$ cat config.mk
export PLATFORM = sky130hd
export DESIGN_NAME = uart_rx_param
export DESIGN_NICKNAME = d
export VERILOG_FILES = /design/src/rtl/uart_rx_param_pkg.sv /design/src/rtl/uart_rx_sync.sv /design/src/rtl/uart_rx_param.sv
export SDC_FILE = /design/constraint.sdc
export NUM_CORES = 1
export LEC_CHECK = 0
export BUFFER_PORTS_ARGS = -buffer_cell sky130_fd_sc_hd__buf_2
export CAP_MARGIN = 20
export CORE_MARGIN = 2
export CORE_UTILIZATION = 60
export CTS_BUF_LIST = sky130_fd_sc_hd__clkbuf_8
export CTS_CLUSTER_DIAMETER = 60
export DETAILED_ROUTE_END_ITERATION = 12
export HOLD_SLACK_MARGIN = 0.08
export PLACE_DENSITY_LB_ADDON = 0.25
export SKIP_LAST_GASP = 1
export SYNTH_ARGS = -nofsm -noshare
export SYNTH_HDL_FRONTEND = slang
export SYNTH_SLANG_ARGS = --single-unit
export TNS_END_PERCENT = 20
$ cat constraint.sdc
create_clock -name clk -period 6.38 [get_ports clk]
set_input_delay 0.319 -clock clk [delete_from_list [all_inputs] [get_ports clk]]
set_output_delay 0.319 -clock clk [all_outputs]
set_load 0.02 [all_outputs]
$ cat src/rtl/uart_rx_param_pkg.sv
// Shared definitions for the parametrised UART receiver: the FSM state type and the parity modes.
package uart_rx_param_pkg;

    typedef enum logic [2:0] {
        ST_IDLE,
        ST_START,
        ST_DATA,
        ST_PARITY,
        ST_STOP,
        ST_BREAK
    } state_e;

    localparam int PARITY_NONE      = 0;
    localparam int PARITY_ODD       = 1;
    localparam int PARITY_EVEN      = 2;
    localparam int MIN_CLKS_PER_BIT = 8;

endpackage

$ cat src/rtl/uart_rx_sync.sv
// Two-flop synchroniser for an asynchronous single-bit input.
// The reset value is a parameter so that idle-high lines come out of reset as idle.
module uart_rx_sync #(
    parameter logic RESET_VAL = 1'b1
) (
    input  logic clk,
    input  logic rst,
    input  logic d,
    output logic q
);

    logic meta_q;
    logic sync_q;

    always_ff @(posedge clk or posedge rst) begin
        if (rst) begin
            meta_q <= RESET_VAL;
            sync_q <= RESET_VAL;
        end else begin
            meta_q <= d;
            sync_q <= meta_q;
        end
    end

    assign q = sync_q;

endmodule

$ cat src/rtl/uart_rx_param.sv
// Parametrised UART receiver: start-bit validation, optional parity, 1 or 2 stop bits,
// break recovery and a one-entry valid/ready holding register with overrun reporting.
module uart_rx_param
    import uart_rx_param_pkg::*;
#(
    parameter int CLK_HZ    = 1_000_000,
    parameter int BAUD      = 9600,
    parameter int DATA_BITS = 8,
    parameter int PARITY    = 0,
    parameter int STOP_BITS = 1
) (
    input  logic                 clk,
    input  logic                 rst,
    input  logic                 rx,
    output logic [DATA_BITS-1:0] rx_data,
    output logic                 rx_valid,
    input  logic                 rx_ready,
    output logic                 parity_err,
    output logic                 frame_err,
    output logic                 overrun,
    output logic                 busy
);

    localparam int CPB = CLK_HZ / BAUD;
    localparam int CW  = $clog2(CPB);
    localparam logic [CW-1:0] CNT_FULL  = CW'(CPB - 1);
    localparam logic [CW-1:0] CNT_HALF  = CW'(CPB / 2 - 1);
    localparam logic [3:0]    LAST_DATA = 4'(DATA_BITS - 1);
    localparam logic [3:0]    LAST_STOP = 4'(STOP_BITS - 1);

    if (DATA_BITS < 5 || DATA_BITS > 9) begin : g_bad_data_bits
        $error("uart_rx_param: DATA_BITS must be 5..9");
    end
    if (PARITY < PARITY_NONE || PARITY > PARITY_EVEN) begin : g_bad_parity
        $error("uart_rx_param: PARITY must be 0, 1 or 2");
    end
    if (STOP_BITS < 1 || STOP_BITS > 2) begin : g_bad_stop_bits
        $error("uart_rx_param: STOP_BITS must be 1 or 2");
    end
    if (CPB < MIN_CLKS_PER_BIT) begin : g_bad_cpb
        $error("uart_rx_param: CLK_HZ/BAUD must be at least 8");
    end

    logic rx_s;

    uart_rx_sync #(.RESET_VAL(1'b1)) u_sync (
        .clk (clk),
        .rst (rst),
        .d   (rx),
        .q   (rx_s)
    );

    state_e                state_q, state_d;
    logic [CW-1:0]         cnt_q, cnt_d;
    logic [3:0]            idx_q, idx_d;
    logic [DATA_BITS-1:0]  shreg_q, shreg_d;
    logic                  perr_q, perr_d;
    logic                  ferr_q, ferr_d;
    logic [DATA_BITS-1:0]  data_q, data_d;
    logic                  valid_q, valid_d;
    logic                  perr_out_q, perr_out_d;
    logic                  ferr_out_q, ferr_out_d;
    logic                  ovr_q, ovr_d;
    logic                  sample;
    logic                  commit;

    always_comb begin
        state_d    = state_q;
        cnt_d      = cnt_q;
        idx_d      = idx_q;
        shreg_d    = shreg_q;
        perr_d     = perr_q;
        ferr_d     = ferr_q;
        data_d     = data_q;
        valid_d    = valid_q;
        perr_out_d = perr_out_q;
        ferr_out_d = ferr_out_q;
        ovr_d      = 1'b0;
        commit     = 1'b0;
        sample     = (cnt_q == '0);

        if (valid_q && rx_ready) begin
            valid_d = 1'b0;
        end

        case (state_q)
            ST_IDLE: begin
                if (!rx_s) begin
                    state_d = ST_START;
                    cnt_d   = CNT_HALF;
                end
            end
            ST_START: begin
                if (!sample) begin
                    cnt_d = cnt_q - CW'(1);
                end else if (!rx_s) begin
                    state_d = ST_DATA;
                    cnt_d   = CNT_FULL;
                    idx_d   = '0;
                    perr_d  = 1'b0;
                    ferr_d  = 1'b0;
                end else begin
                    state_d = ST_IDLE;
                end
            end
            ST_DATA: begin
                if (!sample) begin
                    cnt_d = cnt_q - CW'(1);
                end else begin
                    shreg_d = {rx_s, shreg_q[DATA_BITS-1:1]};
                    cnt_d   = CNT_FULL;
                    if (idx_q == LAST_DATA) begin
                        idx_d   = '0;
                        state_d = (PARITY != PARITY_NONE) ? ST_PARITY : ST_STOP;
                    end else begin
                        idx_d = idx_q + 4'd1;
                    end
                end
            end
            ST_PARITY: begin
                if (!sample) begin
                    cnt_d = cnt_q - CW'(1);
                end else begin
                    perr_d  = (((^shreg_q) ^ rx_s) != (PARITY == PARITY_ODD));
                    cnt_d   = CNT_FULL;
                    state_d = ST_STOP;
                end
            end
            ST_STOP: begin
                if (!sample) begin
                    cnt_d = cnt_q - CW'(1);
                end else begin
                    ferr_d = ferr_q | ~rx_s;
                    cnt_d  = CNT_FULL;
                    if (idx_q == LAST_STOP) begin
                        commit  = 1'b1;
                        state_d = ferr_d ? ST_BREAK : ST_IDLE;
                    end else begin
                        idx_d = idx_q + 4'd1;
                    end
                end
            end
            ST_BREAK: begin
                if (rx_s) begin
                    state_d = ST_IDLE;
                end
            end
            default: state_d = ST_IDLE;
        endcase

        // A word being accepted this cycle frees the holding register for the new frame.
        if (commit) begin
            if (!valid_q || rx_ready) begin
                data_d     = shreg_q;
                perr_out_d = perr_q;
                ferr_out_d = ferr_d;
                valid_d    = 1'b1;
            end else begin
                ovr_d = 1'b1;
            end
        end
    end

    always_ff @(posedge clk or posedge rst) begin
        if (rst) begin
            state_q    <= ST_IDLE;
            cnt_q      <= '0;
            idx_q      <= '0;
            shreg_q    <= '0;
            perr_q     <= 1'b0;
            ferr_q     <= 1'b0;
            data_q     <= '0;
            valid_q    <= 1'b0;
            perr_out_q <= 1'b0;
            ferr_out_q <= 1'b0;
            ovr_q      <= 1'b0;
        end else begin
            state_q    <= state_d;
            cnt_q      <= cnt_d;
            idx_q      <= idx_d;
            shreg_q    <= shreg_d;
            perr_q     <= perr_d;
            ferr_q     <= ferr_d;
            data_q     <= data_d;
            valid_q    <= valid_d;
            perr_out_q <= perr_out_d;
            ferr_out_q <= ferr_out_d;
            ovr_q      <= ovr_d;
        end
    end

    assign rx_data    = data_q;
    assign rx_valid   = valid_q;
    assign parity_err = perr_out_q;
    assign frame_err  = ferr_out_q;
    assign overrun    = ovr_q;
    assign busy       = (state_q != ST_IDLE);

endmodule

==> results of run 1 <==
==> worst max path at each step <==
stage | to | from | slack (ns) | cells after the start
floorplan | frame_err$_DFFE_PP0P_ | cnt_q[0]$_DFFE_PP0P_ | 4.03 | 7
global placement | rx_data[6]$_DFFE_PP0P_ | cnt_q[0]$_DFFE_PP0P_ | 3.74 | 6
detailed placement | rx_data[6]$_DFFE_PP0P_ | cnt_q[0]$_DFFE_PP0P_ | 3.69 | 6
CTS | rx_data[6]$_DFFE_PP0P_ | cnt_q[0]$_DFFE_PP0P_ | 3.69 | 6
global route | rx_data[6]$_DFFE_PP0P_ | cnt_q[0]$_DFFE_PP0P_ | 3.58 | 6
finish | rx_data[6]$_DFFE_PP0P_ | cnt_q[0]$_DFFE_PP0P_ | 3.68 | 6
==> cells in the final DEF, fill, tap and decap left out, drive strengths merged, types with 3 or more instances in the layout <==
master,n
a21oi,4
buf,17
nor3b,3
nor2b,3
clkbuf,6
nor2,5
nand2,7
dfrtp,36
nand2b,5
or3b,4
a22o,3
xnor2,5
xor2,3
o22ai,4
o21ai,5
mux2,19
ha,4
nor3,7
inv,11
==> power by group <==
| part | switching [uW] | internal, uW | total [uW] | leakage, uW |
|---|---|---|---|---|
| logic | 6.63 | 3.50 | 10.1 | 0.000505 |
| registers | 0.705 | 242 | 243 | 0.000509 |
| clock network | 85.4 | 86.8 | 172 | 0.0000472 |
==> through the flow <==
| step | util | setup WS [ns] | total power (uW) | area [um^2] | cells |
|---|---|---|---|---|---|
| after CTS | 0.700 | 3.69 | 431 | 2140 | 232 |
| after global routing | 0.700 | 3.58 | 440 | 2140 | 232 |
| final | 0.700 | 3.68 | 425 | 2140 | 232 |
| after global placement | 0.669 | 3.74 | 257 | 2040 | 224 |
| after floorplan | - | 4.03 | 254 | 1930 | 168 |
| after detailed placement | 0.669 | 3.69 | 258 | 2040 | 224 |
==> cells in the mapped netlist (3+ instances only) <==
cell and n:
dfrtp_1 36, mux2_2 19, inv_1 11, nand2_1 7, nor3_1 6, nand2b_1 5, nor2_1 5, o21ai_0 5
xnor2_1 5, a21oi_1 4, ha_1 4, o22ai_1 4, or3b_2 4, a22o_1 3, clkbuf_1 3, nor3b_1 3
xor2_1 3
==> layer usage <==
metal  vias to the layer above  share of wire
met5                         -              0
met4                         0          0.016
met3                         5          0.045
met2                        36           0.45
met1                       674           0.49
li1                        645              -
==> worst max-delay path: stages, from the launching register on <==
cell     delay, ns
dfrtp_1       0.42
inv_1         0.10
ha_1          0.16
or3b_2        0.50
or4b_4        0.55
nor2b_2       0.46
mux2_2        0.40
==> state kept, by name, indices dropped and copies added (netlist names) <==
register	cells
cnt_q	7
ferr_q	1
frame_err	1
idx_q	4
overrun	1
parity_err	1
perr_q	1
rx_data	8
rx_valid	1
shreg_q	8
state_q	3
u_sync.meta_q	1
u_sync.q	1
==> kinds of logic (layout without fill, tap and decap cells) <==
family / Yosys count / after routing / share of synthesized area
buf+inv: 16 / 36 / 0.0357
simple gates: 46 / 46 / 0.147
compound gates: 35 / 35 / 0.132
flops: 38 / 38 / 0.495
xor+xnor: 9 / 9 / 0.0481
fa+ha+maj: 4 / 4 / 0.0260
mux: 20 / 20 / 0.116
==> cell type report <==
| cell class | count | area [um^2] |
|---|---|---|
| sequential | 38 | 953 |
| fill | 245 | 916 |
| multi-input combinational | 114 | 905 |
| timing repair buffer | 17 | 87.6 |
| clock buffer | 6 | 82.6 |
| tap | 44 | 55.1 |
| inverter | 11 | 41.3 |
| clock inverter | 2 | 12.5 |
==> flow_metrics.env, run 1 <==
export IMPL_ctsResizeCount=0
export IMPL_tritoncts="done"
export IMPL_synth_enable_flop_cells=0
export IMPL_cp_max_fo=10
export IMPL_met1_usage=0.294
export IMPL_start_util=0.631
export IMPL_worst_r2r_startpoint="cnt_q[0]$_DFFE_PP0P_"
export IMPL_cts_sinks=38
export IMPL_grt_busiest_layer="met1"
export IMPL_setup_viol=0
export IMPL_use_met2=0.287
export IMPL_crit_arrival_ns=2.88
export IMPL_maxSlewHeadroom=0.514
export IMPL_grt_util_all_layers=0.204
export IMPL_yosysWarnings=0
export IMPL_end_kind="flop"
export IMPL_cts_hold_buf=0
export IMPL_syn_inst=168
export IMPL_cap_violations=0
export IMPL_die_h_um=60.7
export IMPL_whs_ns=0.117
export IMPL_irDropWorstVdd_v=0.000189
export IMPL_synth_top_cell_by_area="dfrtp_1"
export IMPL_grt_overflow_total=0
export IMPL_reg2reg_depth=6
export IMPL_synthDominantCellAreaShare=0.468
export IMPL_use_met3=0.0618
export IMPL_netlist_area_mm2=0.00193
export IMPL_routedWlPerCell_um=14.3
export IMPL_clock_fmax_ghz=0.370
export IMPL_die_w_um=60.7
export IMPL_antenna_found_initial=0
export IMPL_port_buffers=16
export IMPL_hp_class="in2reg"
export IMPL_avgViaCountPerCell=5.86
export IMPL_tns_ns=0
export IMPL_ys_seq_area_frac=0.495
export IMPL_r2r_setup_slack_ns=3.68
export IMPL_tightest_slew_ns=0.725
export IMPL_finalWeightedCongestion=0.849
export IMPL_core_region_area_mm2=0.00305
export IMPL_dieArea_mm2=0.00368
export IMPL_synth_distinct_cells=48
export IMPL_required_ns=6.56
export IMPL_hp_start="rx"
export IMPL_status="completed"
export IMPL_hold_path_end="u_sync.meta_q$_DFF_PP1_"
export IMPL_placementRows=20
export IMPL_start_kind="flop"
export IMPL_timing_rr_end="rx_data[6]$_DFFE_PP0P_"
export IMPL_period_minus_slack_ns=2.70
export IMPL_grt_setup_unrepaired="false"
export IMPL_postSynthAreaPerCell_um2=11.5
export IMPL_drt_pass1_iterations=4
export IMPL_drv_slew=0
export IMPL_synth_area_leaders="dfrtp_1, mux2_2, dfstp_2, ha_1, xnor2_1"
export IMPL_crit_type="reg2reg"
export IMPL_grt_pass1_vias=1216
export IMPL_layout_drive_gt1_share=0.298
export IMPL_postRouteAntennaNets=0
export IMPL_grt_pass1_wl_um=5540
export IMPL_dr_first_iter_drc_count=65
export IMPL_nets=195
export IMPL_p_leak_uw=0.00106
export IMPL_area_growth_pct=10.9
export IMPL_post_route_period_util=0.423
export IMPL_post_cts_buffers=0
export IMPL_final_hold_viol_count=0
export IMPL_syn_nets=176
export IMPL_drc_errors=0
export IMPL_clkTransAtPathRegs_ns=0.08
export IMPL_async_reset_ff_frac=1.00
export IMPL_powerDensity_mw_per_mm2=199
export IMPL_root_buffer="clkbuf_8"
export IMPL_dp_hpwl_um=2410
export IMPL_io_pins=17
export IMPL_cts_buffers=5
export IMPL_synth_ff_latch_count=38
export IMPL_clk_path_buf_depth=2
export IMPL_worst_skew_pair_late_latency_ns=0.29
export IMPL_vias=1360
export IMPL_num_antenna_cells=0
export IMPL_synth_ff_type="dfrtp_1"
export IMPL_finClkSkew_ns=0.00601
export IMPL_htree_num_levels=2
export IMPL_whs_path_depth=1
export IMPL_grt_max_degree=39
export IMPL_routed_wl_um=3320
No activity file was read; power rests on OpenSTA's default activity.
==> run 2, diff against run 1 <==
CORE_UTILIZATION = 55   (was 60)
clock period = 2.23 ns   (was 6.38 ns; I/O delays follow)
==> run 2 against run 1 <==
The flow now finishes with violations (negative setup slack). Worst hold slack got worse by 0.011 ns. Core utilization rose by 2.4 points. Critical path depth rose by 1. Combinational power rose to 3.2 times the previous value. Sequential power rose to 2.9 times the previous value. Global-route usage rose by 1.8 points. Register-to-register slack got worse by 3.8 ns. Final area rose by 14%. Clock-buffer cell count did not move. Sequential cell count did not move. Critical path type unchanged. Critical endpoint is now rx_data[2]$_DFFE_PP0P_.
==> flow_metrics.env, run 2 (synthesis gave the netlist of run 1 again) <==
export IMPL_status="finished, violations left"
export IMPL_violations="negative setup slack"
export IMPL_final_cell_mix="dfrtp_1, buf_4, buf_2, mux2_2, inv_1"
export IMPL_grt_pass1_wl_um=6870
export IMPL_hp_class="in2reg"
export IMPL_htree_num_levels=2
export IMPL_drv_slew=0
export IMPL_cts_buffers=5
export IMPL_maxSlewHeadroom=0.520
export IMPL_powerDensity_mw_per_mm2=544
export IMPL_fin_ws_ns=-0.0702
export IMPL_core_region_area_mm2=0.00336
export IMPL_cp_slowest_cell="or4b_4"
export IMPL_avgViaCountPerCell=5.66
export IMPL_placementRows=21
export IMPL_dieArea_mm2=0.00399
export IMPL_clkTransAtPathRegs_ns=0.08
export IMPL_tns_ns=-0.573
export IMPL_tightest_slew_ns=0.713
export IMPL_setup_viol=10
export IMPL_clock_fmax_ghz=0.435
export IMPL_regArea_um2=953
export IMPL_period_minus_slack_ns=2.30
export IMPL_tritoncts="done"
export IMPL_root_buffer="clkbuf_8"
export IMPL_io_pins=17
export IMPL_grt_overflow_total=0
export IMPL_die_w_um=63.2
export IMPL_nets=221
export IMPL_crit_type="reg2reg"
export IMPL_multi_input_area_um2=951
export IMPL_vias=1465
export IMPL_dr_first_iter_drc_count=61
export IMPL_routedWlPerCell_um=15.2
export IMPL_layout_commonest_cell="dfrtp_1"
export IMPL_postRouteAntennaNets=0
export IMPL_grt_pass1_vias=1514
export IMPL_antenna_found_initial=0
export IMPL_irDropWorstVdd_v=0.000436
export IMPL_cp_max_fo=5
export IMPL_cap_violations=0
export IMPL_start_util=0.573
export IMPL_end_kind="flop"
export IMPL_drc_errors=0
export IMPL_worst_skew_pair_late_latency_ns=0.30
export IMPL_fill_cells=265
export IMPL_drt_pass1_iterations=4
export IMPL_p_leak_uw=0.00121
export IMPL_grt_setup_unrepaired="true"
export IMPL_dp_slack_ns=-0.0337
export IMPL_final_hold_viol_count=0
export IMPL_die_h_um=63.2
export IMPL_routed_wl_um=3940
export IMPL_start_kind="flop"
export IMPL_grt_util_all_layers=0.222
export IMPL_num_antenna_cells=0
export IMPL_required_ns=2.42
export IMPL_clk_path_buf_depth=2
export IMPL_slowest_delay_ns=0.55
export IMPL_post_route_period_util=1.03
export IMPL_port_buffers=16
export IMPL_area_growth_pct=26.3
export IMPL_layout_drive_gt1_share=0.385
export IMPL_grt_max_degree=39
export IMPL_crit_arrival_ns=2.49
export IMPL_cts_sinks=38
export IMPL_dp_hpwl_um=2840
export IMPL_finalWeightedCongestion=0.813
export IMPL_timing_critical_path_cells="inv_2 > ha_4 > or3b_4 > or4b_4 > nor2b_4 > buf_12 > mux2_2"
export IMPL_finClkSkew_ns=0.0133
run 2: changes by cell type in the layout (fill, tap and decap cells not counted), sizes merged:
cell / before / now
buf: 17 / 40
dlygate4sd3: 0 / 2
bufinv: 0 / 1
clkbuf: 6 / 7
clkinv: 1 / 0
clkinvlp: 1 / 0
run 2: cell type report:
class	instances	share of cell area
clock buffer	6	0.0339
clock inverter	1	0.0123
tap	46	0.0237
inverter	11	0.0170
multi-input combinational	114	0.391
sequential	38	0.392
timing repair buffer	43	0.131
run 2: worst paths after layout:
path                                         start                      to  slack, ns  depth (start not counted)
max                           cnt_q[1]$_DFFE_PP0P_  rx_data[2]$_DFFE_PP0P_      -0.07                          7
min                                       rx_ready       overrun$_DFF_PP0_       0.11                          3
max reg2reg                   cnt_q[1]$_DFFE_PP0P_  rx_data[2]$_DFFE_PP0P_      -0.07                          7
min reg2reg                u_sync.meta_q$_DFF_PP1_      u_sync.q$_DFF_PP1_       0.36                          0
max in group asynchronous                      rst      u_sync.q$_DFF_PP1_       1.41                          4
min in group asynchronous                      rst      rx_valid$_DFF_PP0_       0.46                          4
run 2: per-layer routing:
| metal | track usage | wire length (um) | share of wire |
|---|---|---|---|
| met5 | 0 | 0 | 0 |
| met4 | 0.0897 | 75 | 0.019 |
| met3 | 0.0607 | 175 | 0.044 |
| met2 | 0.363 | 1960 | 0.50 |
| met1 | 0.281 | 1730 | 0.44 |
run 2: power breakdown:
group	leakage (uW)	switching, uW	total (uW)	internal (uW)
clock	0.0000573	240	598	358
sequential	0.000509	2.21	694	692
combinational	0.000645	19.6	31.9	12.3
run 2: timing repair:
item	in CTS	in global routing
setup buffers	0	2
gates resized for setup	2	10
pin swaps	0	2
setup endpoints to repair	10	10
hold buffers	2	0
endpoints found under the hold margin	37	0
gates cloned	0	1
run 2: worst max-delay path, delay by kind of cell, from the launching register on:
| family | cells | cell delay [ns] |
|---|---|---|
| fa+ha+maj | 1 | 0.13 |
| simple gates | 3 | 1.11 |
| flops | 1 | 0.40 |
| buf+inv | 2 | 0.23 |
| mux | 1 | 0.34 |
run 2: per-stage QoR:
stage	hold slack (ns)	instance area, um^2	std cells	total power, uW	util
3_5_place_dp	0.223	2220	247	738	0.659
6_report	0.106	2430	259	1320	0.724
2_1_floorplan	0.116	1930	168	728	-
4_1_cts	0.0972	2350	256	1340	0.700
5_1_grt	0.132	2430	259	1370	0.724
3_3_place_gp	0.219	2220	247	736	0.659
==> run 3, diff against run 2 <==
CORE_UTILIZATION = 60   (was 55)
SLEW_MARGIN = 30   (was unset)
clock period = 2.3 ns   (was 2.23 ns; I/O delays follow)
==> run 3 against run 2 <==
Final area fell by 3.8%. Maximum frequency is 3.4% higher. Largest cell class unchanged. Largest power group unchanged. The flow now finishes without violations. First-iteration DRC count increased by 6.6%. Core utilization increased by 4.3 points. Sequential cell count is the same.
==> flow_metrics.env, run 3 (synthesis gave the netlist of run 1 again) <==
export IMPL_status="completed"
export IMPL_core_region_area_mm2=0.00305
export IMPL_final_hold_viol_count=0
export IMPL_finalPower_uw=1280
export IMPL_die_w_um=60.7
export IMPL_tightest_slew_ns=0.676
export IMPL_hp_class="in2reg"
export IMPL_io_pins=17
export IMPL_dieArea_mm2=0.00368
export IMPL_finalNonFillerCells=253
export IMPL_crit_type="reg2reg"
export IMPL_tritoncts="done"
export IMPL_num_antenna_cells=0
export IMPL_cts_buffers=5
export IMPL_dp_cells=242
export IMPL_finClkSkew_ns=0.0106
export IMPL_crit_arrival_ns=2.40
export IMPL_placementRows=20
export IMPL_powerDensity_mw_per_mm2=546
export IMPL_port_buffers=16
export IMPL_cp_max_fo=10
export IMPL_power_share_sequential=0.526
export IMPL_p_switching_uw=247
export IMPL_grt_overflow_total=0
export IMPL_grt_pass1_wl_um=6460
export IMPL_whs_ns=0.127
export IMPL_design_area_mm2=0.00234
export IMPL_area_growth_pct=21.5
export IMPL_clockPowerShare=0.449
export IMPL_end_kind="flop"
export IMPL_finalWeightedCongestion=0.837
export IMPL_grt_max_degree=22
export IMPL_layout_commonest_cell="dfrtp_1"
export IMPL_routedWlPerCell_um=15.1
export IMPL_dr_first_iter_drc_count=65
export IMPL_grt_setup_unrepaired="true"
export IMPL_cts_sinks=38
export IMPL_combinationalPowerShare=0.024
export IMPL_required_ns=2.48
export IMPL_place_area_mm2=0.00219
export IMPL_p_sw_frac=0.193
export IMPL_nets=216
export IMPL_drc_errors=0
export IMPL_whs_path_depth=3
export IMPL_worst_skew_pair_late_latency_ns=0.29
export IMPL_met1_usage=0.320
export IMPL_drv_slew=0
export IMPL_final_cell_mix="dfrtp_1, mux2_2, buf_4, buf_2, inv_1"
export IMPL_root_buffer="clkbuf_8"
export IMPL_p_leak_uw=0.00119
export IMPL_maxSlewHeadroom=0.549
export IMPL_antenna_found_initial=0
export IMPL_start_util=0.631
export IMPL_grt_busiest_layer="met2"
export IMPL_layout_drive_gt1_share=0.359
export IMPL_avgViaCountPerCell=5.75
export IMPL_routed_wl_um=3820
export IMPL_grt_pass1_vias=1491
export IMPL_grt_util_all_layers=0.241
export IMPL_reg2reg_depth=7
export IMPL_drt_pass1_iterations=4
export IMPL_cap_violations=0
export IMPL_use_met3=0.0661
export IMPL_vias=1454
export IMPL_clkTransAtPathRegs_ns=0.07
export IMPL_tns_ns=0
export IMPL_start_kind="flop"
export IMPL_p_int_uw=1030
export IMPL_fill_cells=216
export IMPL_htree_num_levels=2
export IMPL_die_h_um=60.7
export IMPL_irDropWorstVdd_v=0.000389
export IMPL_period_minus_slack_ns=2.22
export IMPL_use_met2=0.378
export IMPL_postRouteAntennaNets=0
export IMPL_clock_fmax_ghz=0.450
export IMPL_dp_hpwl_um=2820
export IMPL_clk_path_buf_depth=2
export IMPL_post_route_period_util=0.967
export IMPL_setup_viol=0
-- run 3: cell count changes in the layout (fill, tap and decap cells not counted), sizes merged --
cell / change
buf: -4
clkbuf: -1
inv: +1
-- run 3: path summary, 6_finish.rpt --
check	end	startpoint	slack, ns
worst max-delay path	rx_data[4]$_DFFE_PP0P_	cnt_q[1]$_DFFE_PP0P_	0.08
worst min-delay path	rx_valid$_DFF_PP0_	rx_ready	0.13
worst max register to register	rx_data[4]$_DFFE_PP0P_	cnt_q[1]$_DFFE_PP0P_	0.08
worst min register to register	u_sync.q$_DFF_PP1_	u_sync.meta_q$_DFF_PP1_	0.36
max in group asynchronous	u_sync.q$_DFF_PP1_	rst	1.05
min in group asynchronous	shreg_q[0]$_DFFE_PP0P_	rst	0.46
-- run 3: power groups by stage --
| stage | clock network, uW | logic (uW) | registers, uW |
|---|---|---|---|
| 2_1_floorplan | 0 | 20.5 | 685 |
| 3_3_place_gp | 0 | 28.3 | 686 |
| 3_5_place_dp | 0 | 29.3 | 686 |
| 4_1_cts | 587 | 32.0 | 673 |
| 5_1_grt | 624 | 35.8 | 673 |
| 6_report | 574 | 31.2 | 673 |
-- run 3: worst max-delay path: stages, from the launching register on --
cell	delay (ns)
dfrtp_1	0.38
inv_1	0.08
ha_1	0.15
or3b_4	0.37
or4b_4	0.52
nor2b_4	0.14
buf_12	0.13
mux2_2	0.33
-- run 3: final cells by class --
cell class,count,area (um^2),area share
sequential,38,953,0.407
multi-input combinational,114,912,0.390
timing repair buffer,38,263,0.112
clock buffer,6,82.6,0.0353
tap,44,55.1,0.0235
inverter,11,41.3,0.0176
clock inverter,2,33.8,0.0144
-- run 3: routing by layer --
metal,vias up,share of wire
met5,-,0
met4,0,0.018
met3,9,0.045
met2,37,0.49
met1,719,0.45
li1,689,-
-- run 3: metrics by stage --
stage	setup WS (ns)	util
after floorplan	0.0547	-
after global placement	0.0478	0.718
after detailed placement	0.000818	0.718
after CTS	0.0220	0.764
after global routing	-0.0150	0.767
final	0.0763	0.767
-- run 3: repair_timing --
action / CTS / global route
endpoints found under the setup margin: 1 / 10
pin swaps: 0 / 1
buffers inserted: 0 / 1
endpoints found under the hold margin: 18 / 0
hold buffers: 2 / 0
gates resized for setup: 1 / 1
